$ cat src/rtl/flag_branch_pkg.sv
// ============================================================================
// Module      : flag_branch_pkg
// Description : Shared types for the flag register / branch-condition unit.
// Revision    : 1.0 - initial release
// ============================================================================
`default_nettype none

package flag_branch_pkg;

    typedef struct packed {
        logic n;
        logic z;
        logic v;
        logic c;
    } flags_t;

    typedef enum logic [1:0] {
        EK_B     = 2'b00,
        EK_BCOND = 2'b01,
        EK_CBZ   = 2'b10,
        EK_CBNZ  = 2'b11
    } eval_kind_e;

    typedef enum logic [3:0] {
        CC_EQ = 4'b0000,
        CC_NE = 4'b0001,
        CC_HS = 4'b0010,
        CC_LO = 4'b0011,
        CC_MI = 4'b0100,
        CC_PL = 4'b0101,
        CC_VS = 4'b0110,
        CC_VC = 4'b0111,
        CC_HI = 4'b1000,
        CC_LS = 4'b1001,
        CC_GE = 4'b1010,
        CC_LT = 4'b1011,
        CC_GT = 4'b1100,
        CC_LE = 4'b1101,
        CC_AL = 4'b1110,
        CC_NV = 4'b1111
    } cond_e;

endpackage

`default_nettype wire

$ cat src/rtl/flag_branch_unit_cond_eval.sv
// ============================================================================
// Module      : cond_eval
// Description : Combinational condition-code decode of {N,Z,V,C} into a hit.
// Revision    : 1.0 - initial release
// ============================================================================
`default_nettype none

module cond_eval
    import flag_branch_pkg::*;
(
    input  flags_t     flags,
    input  logic [3:0] cond,
    output logic       hit
);

    logic base;

    // Even codes define the base test; odd codes are its inverse, except NV.
    always_comb begin
        base = 1'b0;
        case (cond_e'({cond[3:1], 1'b0}))
            CC_EQ:   base = flags.z;
            CC_HS:   base = flags.c;
            CC_MI:   base = flags.n;
            CC_VS:   base = flags.v;
            CC_HI:   base = flags.c & ~flags.z;
            CC_GE:   base = (flags.n == flags.v);
            CC_GT:   base = ~flags.z & (flags.n == flags.v);
            CC_AL:   base = 1'b1;
            default: base = 1'b0;
        endcase
    end

    assign hit = (cond[0] && (cond[3:1] != 3'b111)) ? ~base : base;

endmodule

`default_nettype wire

$ cat src/rtl/flag_branch_unit.sv
// ============================================================================
// Module      : flag_branch_unit
// Description : NZVC flag register plus B / B.cond / CBZ / CBNZ evaluator with
//               registered decision and saturating taken-branch counter.
//               Define FLAG_FWD_EN to forward same-cycle ALU flags to B.cond.
// Revision    : 1.0 - initial release
// ============================================================================
`default_nettype none

module flag_branch_unit
    import flag_branch_pkg::*;
#(
    parameter int CNT_W = 32
) (
    input  logic             clk,
    input  logic             reset_n,
    input  logic             alu_negative,
    input  logic             alu_zero,
    input  logic             alu_overflow,
    input  logic             alu_carry_out,
    input  logic             set_flags,
    input  logic             eval_valid,
    input  logic [1:0]       eval_kind,
    input  logic [3:0]       cond,
    input  logic             cbz_zero,
    output logic [3:0]       flags_q,
    output logic             flags_valid,
    output logic             take_valid,
    output logic             take,
    output logic [CNT_W-1:0] taken_count
);

    localparam logic [CNT_W-1:0] C_CNT_MAX = {CNT_W{1'b1}};

    flags_t            flag_reg_q,    flag_reg_d;
    logic              flags_valid_q, flags_valid_d;
    logic              take_valid_q,  take_valid_d;
    logic              take_q,        take_d;
    logic [CNT_W-1:0]  taken_count_q, taken_count_d;

    flags_t            alu_flags;
    flags_t            eval_flags;
    logic              cond_hit;
    logic              decision;

    assign alu_flags = '{n: alu_negative, z: alu_zero, v: alu_overflow, c: alu_carry_out};

`ifdef FLAG_FWD_EN
    assign eval_flags = set_flags ? alu_flags : flag_reg_q;
`else
    assign eval_flags = flag_reg_q;
`endif

    cond_eval u_cond_eval (
        .flags (eval_flags),
        .cond  (cond),
        .hit   (cond_hit)
    );

    always_comb begin
        decision = 1'b0;
        case (eval_kind_e'(eval_kind))
            EK_B:     decision = 1'b1;
            EK_BCOND: decision = cond_hit;
            EK_CBZ:   decision = cbz_zero;
            EK_CBNZ:  decision = ~cbz_zero;
            default:  decision = 1'b0;
        endcase
    end

    always_comb begin
        flag_reg_d    = flag_reg_q;
        flags_valid_d = flags_valid_q;
        if (set_flags) begin
            flag_reg_d    = alu_flags;
            flags_valid_d = 1'b1;
        end
        take_valid_d  = eval_valid;
        take_d        = eval_valid & decision;
        taken_count_d = taken_count_q;
        if (eval_valid && decision && (taken_count_q != C_CNT_MAX)) begin
            taken_count_d = taken_count_q + CNT_W'(1);
        end
    end

    always_ff @(posedge clk or negedge reset_n) begin
        if (!reset_n) begin
            flag_reg_q    <= '0;
            flags_valid_q <= 1'b0;
            take_valid_q  <= 1'b0;
            take_q        <= 1'b0;
            taken_count_q <= '0;
        end else begin
            flag_reg_q    <= flag_reg_d;
            flags_valid_q <= flags_valid_d;
            take_valid_q  <= take_valid_d;
            take_q        <= take_d;
            taken_count_q <= taken_count_d;
        end
    end

    assign flags_q     = flag_reg_q;
    assign flags_valid = flags_valid_q;
    assign take_valid  = take_valid_q;
    assign take        = take_q;
    assign taken_count = taken_count_q;

endmodule

`default_nettype wire

$ cat config.mk
export PLATFORM = sky130hd
export DESIGN_NAME = flag_branch_unit
export DESIGN_NICKNAME = d
export VERILOG_FILES = /design/src/rtl/flag_branch_pkg.sv /design/src/rtl/flag_branch_unit_cond_eval.sv /design/src/rtl/flag_branch_unit.sv
export SDC_FILE = /design/constraint.sdc
export NUM_CORES = 1
export LEC_CHECK = 0
export ABC_AREA = 1
export BUFFER_PORTS_ARGS = -buffer_cell sky130_fd_sc_hd__buf_2
export CAP_MARGIN = 15
export CORE_MARGIN = 2
export CORE_UTILIZATION = 50
export DETAILED_ROUTE_END_ITERATION = 16
export PLACE_DENSITY = 0.74
export SETUP_SLACK_MARGIN = 0.5
export SLEW_MARGIN = 20
export SYNTH_ARGS = -nofsm -noshare
export SYNTH_HDL_FRONTEND = slang
export SYNTH_SLANG_ARGS = --single-unit
$ cat constraint.sdc
create_clock -name clk -period 3.4 [get_ports clk]
set_clock_uncertainty 0.1 [all_clocks]
set_input_delay 0.51 -clock clk [delete_from_list [all_inputs] [get_ports clk]]
set_output_delay 0.51 -clock clk [all_outputs]
set_load 0.02 [all_outputs]
* Word-level counts from Yosys, hierarchy flattened *
Index checks and enable logic that the tools add are counted.
Widths: inputs -> output; s select.

word-level totals
  logic and storage cells = 36
  input bits = 15
  register bits after elaboration = 39
  output and inout bits = 39

operators by class
  bitwise operators = 6
  reductions and logical operators = 5
  multiplexer cells = 3
  add/sub/neg operators = 1
  equal/unequal tests = 13

operators by type and width
  kind                   number
  $add 32x1->32 const B  1
  $ne 32x32->1 const B   1
  $eq 3x3->1 const B     4
  $pmux 1 s8             1
  $eq 3x2->1 const B     2
  $eq 2x2->1 const B     2
  $pmux 1 s4             1
  $and 1x1->1            3
  $eq 3x1->1 const B     1
  $logic_and 1x1->1      3
  $logic_not 3->1        1
  $ne 3x3->1 const B     1
  $not 1->1              3
  $eq 2x1->1 const B     1
  $logic_not 2->1        1
  $eq 1x1->1             1
  $mux 1                 1

* Longest topological paths before layout *
  word-level depth = 8
  depth in mapped cells = 15
  gate-level depth less buffers = 14

* Cells and area by module *
A second synthesis with hierarchy kept.

unflattened totals
  cell total of the unflattened synthesis = 425
  area total of the unflattened synthesis = 2600.0 sq um

by module, submodules not included
  module            cells each  seq. area each (sq um)  area an instance (sq um)  times used
  flag_branch_unit  392         975.9                   2454.9                    1
  cond_eval         33          0.0                     145.1                     1

* Worst setup path after synthesis *
OpenSTA, ideal clock, no wires.

  kind = reg-to-reg
  from = register taken_count_q[0], in the netlist taken_count[0]
  to = register taken_count_q[26], in the netlist taken_count[26]
  stages on the path, launching flop included = 11
  setup slack = 1.383 ns
  data required time = 3.233 ns
  library setup time = 0.067 ns
  buffers on the path = 1
  clock period less this slack = 2.017 ns
  arrival time = 1.851 ns
  cells stage by stage = dfrtp_1 -> ha_1 -> nand2_1 -> nor3_2 -> nand2_2 -> nor4_2 -> nand3_2 -> nand3_2 -> buf_6 -> nand2_1 -> nand2_1

on the way
  longest elaborated chain between the ends = 2
  elaborated cells between the ends (all ways) = 3
  those cells by class = 1 x add/sub; 1 x eq/ne; 1 x reduce/logical

ends and longest elaborated chain
  what                                                   RTL line                source
  from (decl)                                            flag_branch_unit.sv:39  logic [CNT_W-1:0] taken_count_q, taken_count_d;
  from (signal assigned)                                 flag_branch_unit.sv:98  taken_count_q <= taken_count_d;
  branches (longest 2 deep; another with $add 32x1->32)  -

Several ways; the timed one is not identified.
A chain may end at the register's enable or synchronous reset.

* Worst setup path in the final report *
  from = register taken_count_q[0], in the netlist taken_count[0]
  to = register taken_count_q[2], in the netlist taken_count[2]

The elaborated chain is that of the path after synthesis.

==> key figures <==
Worst setup path
  • Worst r2r src: taken_count[0]
  • Worst path arrival time: around 2.6 ns
  • Worst setup path startpoint: taken_count[0]
  • Crit start category: flip-flop
  • Crit path kind: flip-flop to flip-flop
  • Crit end category: flip-flop
  • CP Data Required Time: 3.54 ns
  • Max Fanout on Critical Path: 32

Cells and area
  • Layout area overhead: 17.3%
  • Finished Core Util: 0.619
  • Antenna cells: 0
  • Share of cells above drive strength 1: 0.189
  • Final net count: 418

Synthesis
  • Unique masters post-synth: 26
  • Post-Syn Nets: roughly 370
  • Average cell area after synthesis: about 7.2 sq um
  • Seq/Total Area, Yosys: 0.387
  • Cells after Synth: 351
  • Post-synthesis instance area: 2520 sq um
  • #FFs+latches synth: 39
  • Yosys Warn Count: 0

Timing
  • RSZ-0062 raised after global routing: no
  • Slew @ Worst Pin: 0.838 ns
  • Worst setup margin: 0.927 ns
  • Final Max Tran Viols: 0
  • Fmax: a little over 400 MHz
  • Final Hold Vio Count: 0
  • Setup_tns: 0 ns
  • Slew margin rel.: 0.441
  • Final setup violation count: 0
  • Period minus WS final: 2.47 ns
  • Hold Slack: 0.210 ns
  • Fin crit share: 0.727

Pwr
  • Leakage: 0.00153 uW
  • Flop pwr share: 0.436
  • Pwr Total: approximately 1200 uW
  • VDD IR max: 0.295 mV
  • NetSw: around 370 uW
  • Pint: approximately 860 uW
  • Switching Fraction: 0.298
  • Cell Pwr Density: 414 nW/um^2
  • Comb power frac: 0.184
  • Clock Power Share: 0.380

Global route
  • First-pass GRT wire length: 10500 microns
  • Total GRT Usage: 0.244
  • Vias in the first global route: between 2000 and 2500
  • Total gr overflow: 0
  • Largest net degree at the start of global routing: 40
  • Antenna violations before repair: 0

Clock tree
  • Htree depth: 2
  • Post-cts sizing count: 0
  • Largest buffer count on any clock path: 2
  • Clock Latency Late Sink: 0.30 ns
  • CTS Buf Count: 5
  • Post-CTS Setup Bufs: 0
  • Root Buffer Master: clkbuf_8
  • CTS tree: yes
  • Clock Pin Slew Worst Setup and Hold Paths: 0.08 ns
  • CTS Sinks: 39
  • Hold buffer count at cts: 0

Route
  • WL/cell: 13.3 microns
  • Via count: 2420
  • Detailed-router iteration count before antenna repair: 4
  • DRC: 0
  • Post-DR vias/cell: 5.15
  • Remaining antenna violation count: 0
  • Wirelength, routed: 6230 microns
  • Iter 0 DRT Violations: between 100 and 150

Floorplan
  • Die H: between 70 and 80 microns
  • Core area: 4790 sq um
  • Initial Util: 0.527
  • Die X: approximately 75 microns
  • Number of I/O pins: 54
  • Die area: around 5600 sq um
  • FP Rows: 25

Outcome
  • Outcome: finished, final reports clean

Placement
  • Hpwl dp: 4490 microns
  • Final RePlAce weighted congestion: 0.944
  • Port-buffer cells: 53
  • Placement Setup Slack: 0.955 ns

Worst hold path
  • HP Class: input pin to async pin

Run
  • Max capacitance violation total: 0
-- cells in the final DEF, fill, tap and decap left out --
master	n
nand3_2	3
inv_2	2
nand4_1	35
nor2_1	33
inv_1	24
buf_4	3
nand2_2	1
nand2_1	133
nor3_2	3
xnor2_1	8
buf_2	53
dfrtp_1	39
a21oi_1	1
clkinv_1	1
nand3_1	4
bufinv_16	2
clkbuf_8	5
nor3_1	17
nor3b_1	1
or2_2	1
nor4_2	1
xor2_1	22
nand3b_1	1
o21ai_0	6
or3_1	1
ha_1	1
clkinvlp_4	1
mux2_2	1
-- cell families after synthesis --
logic type | count (synthesis) | share of synthesized area
buf+inv | 39 | 0.0684
xor+xnor | 30 | 0.104
simple gates | 234 | 0.417
mux | 1 | 0.00446
compound gates | 7 | 0.0139
flops | 39 | 0.387
fa+ha+maj | 1 | 0.00496
-- registers in the layout, summed over array words and instances, names as in the netlist --
name         flops
take             1
flags_valid      1
taken_count     32
take_valid       1
flags_q          4
-- power groups by stage --
stage	clock [uW]	sequential [uW]	combinational [uW]
after floorplan	0	576	116
after global placement	0	544	217
after detailed placement	0	542	225
after CTS	474	534	226
after global routing	488	541	247
final	466	534	225
-- worst max-delay path, stage by stage, from the launching register on --
cell and delay, ns:
dfrtp_1 0.41, ha_1 0.24, nand2_1 0.10, nor3_2 0.34
nand2_2 0.14, nor4_2 0.26, nand3_2 0.16, nand3_2 0.45
nand2_1 0.11, nand2_1 0.09
-- stage by stage --
stage,instance area [sq um],instances
2_1_floorplan,2520,351
3_3_place_gp,2820,462
3_5_place_dp,2820,462
4_1_cts,2960,470
5_1_grt,2960,470
6_report,2960,470
-- synth_stat cells --
| library cell | number | area, sq um |
|---|---|---|
| clkbuf_1 | 6 | 22.5 |
| nand4_1 | 35 | 219 |
| inv_1 | 24 | 90.1 |
| mux2_2 | 1 | 11.3 |
| or2_2 | 1 | 6.26 |
| dfrtp_1 | 39 | 976 |
| o21ai_0 | 6 | 30.0 |
| nand3_1 | 4 | 20.0 |
| nor2_1 | 33 | 124 |
| nand2_2 | 1 | 6.26 |
| nor3b_1 | 1 | 7.51 |
| nand2_1 | 133 | 499 |
| nor3_1 | 17 | 85.1 |
| nand3b_1 | 1 | 7.51 |
| nor3_2 | 3 | 30.0 |
| buf_2 | 3 | 15.0 |
| ha_1 | 1 | 12.5 |
| inv_2 | 2 | 7.51 |
| nand3_2 | 3 | 30.0 |
| a21oi_1 | 1 | 5.00 |
| buf_6 | 3 | 33.8 |
| nor4_2 | 1 | 12.5 |
| xnor2_1 | 8 | 70.1 |
| clkinv_1 | 1 | 3.75 |
| xor2_1 | 22 | 193 |
| or3_1 | 1 | 6.26 |
-- metal layers --
metal  routed length, microns  vias to the layer above  part of all wire  global-route usage
li1                         -                     1246                 -                   -
met5                        0                        -                 0                   0
met4                      126                        0             0.020              0.0813
met1                     3140                     1113              0.50               0.345
met3                      227                       12             0.036              0.0442
met2                     2740                       49              0.44               0.378
-- worst paths after layout --
kind / end / slack (ns) / cells after the start
min in group clk: take_valid / 0.23 / 1
min reg2reg: flags_valid / 0.36 / 1
max in group asynchronous: taken_count[19] / 2.46 / 1
min: taken_count[3] / 0.21 / 1
max reg2reg: taken_count[2] / 0.93 / 9
max: taken_count[2] / 0.93 / 9
-- cell type report --
| cell class | count | area (sq um) |
|---|---|---|
| fill | 460 | 1830 |
| multi-input combinational | 273 | 1380 |
| sequential | 39 | 976 |
| timing repair buffer | 56 | 288 |
| inverter | 27 | 101 |
| tap | 67 | 83.8 |
| clock buffer | 5 | 68.8 |
| clock inverter | 3 | 67.6 |
No activity file was read; power rests on OpenSTA's default activity.
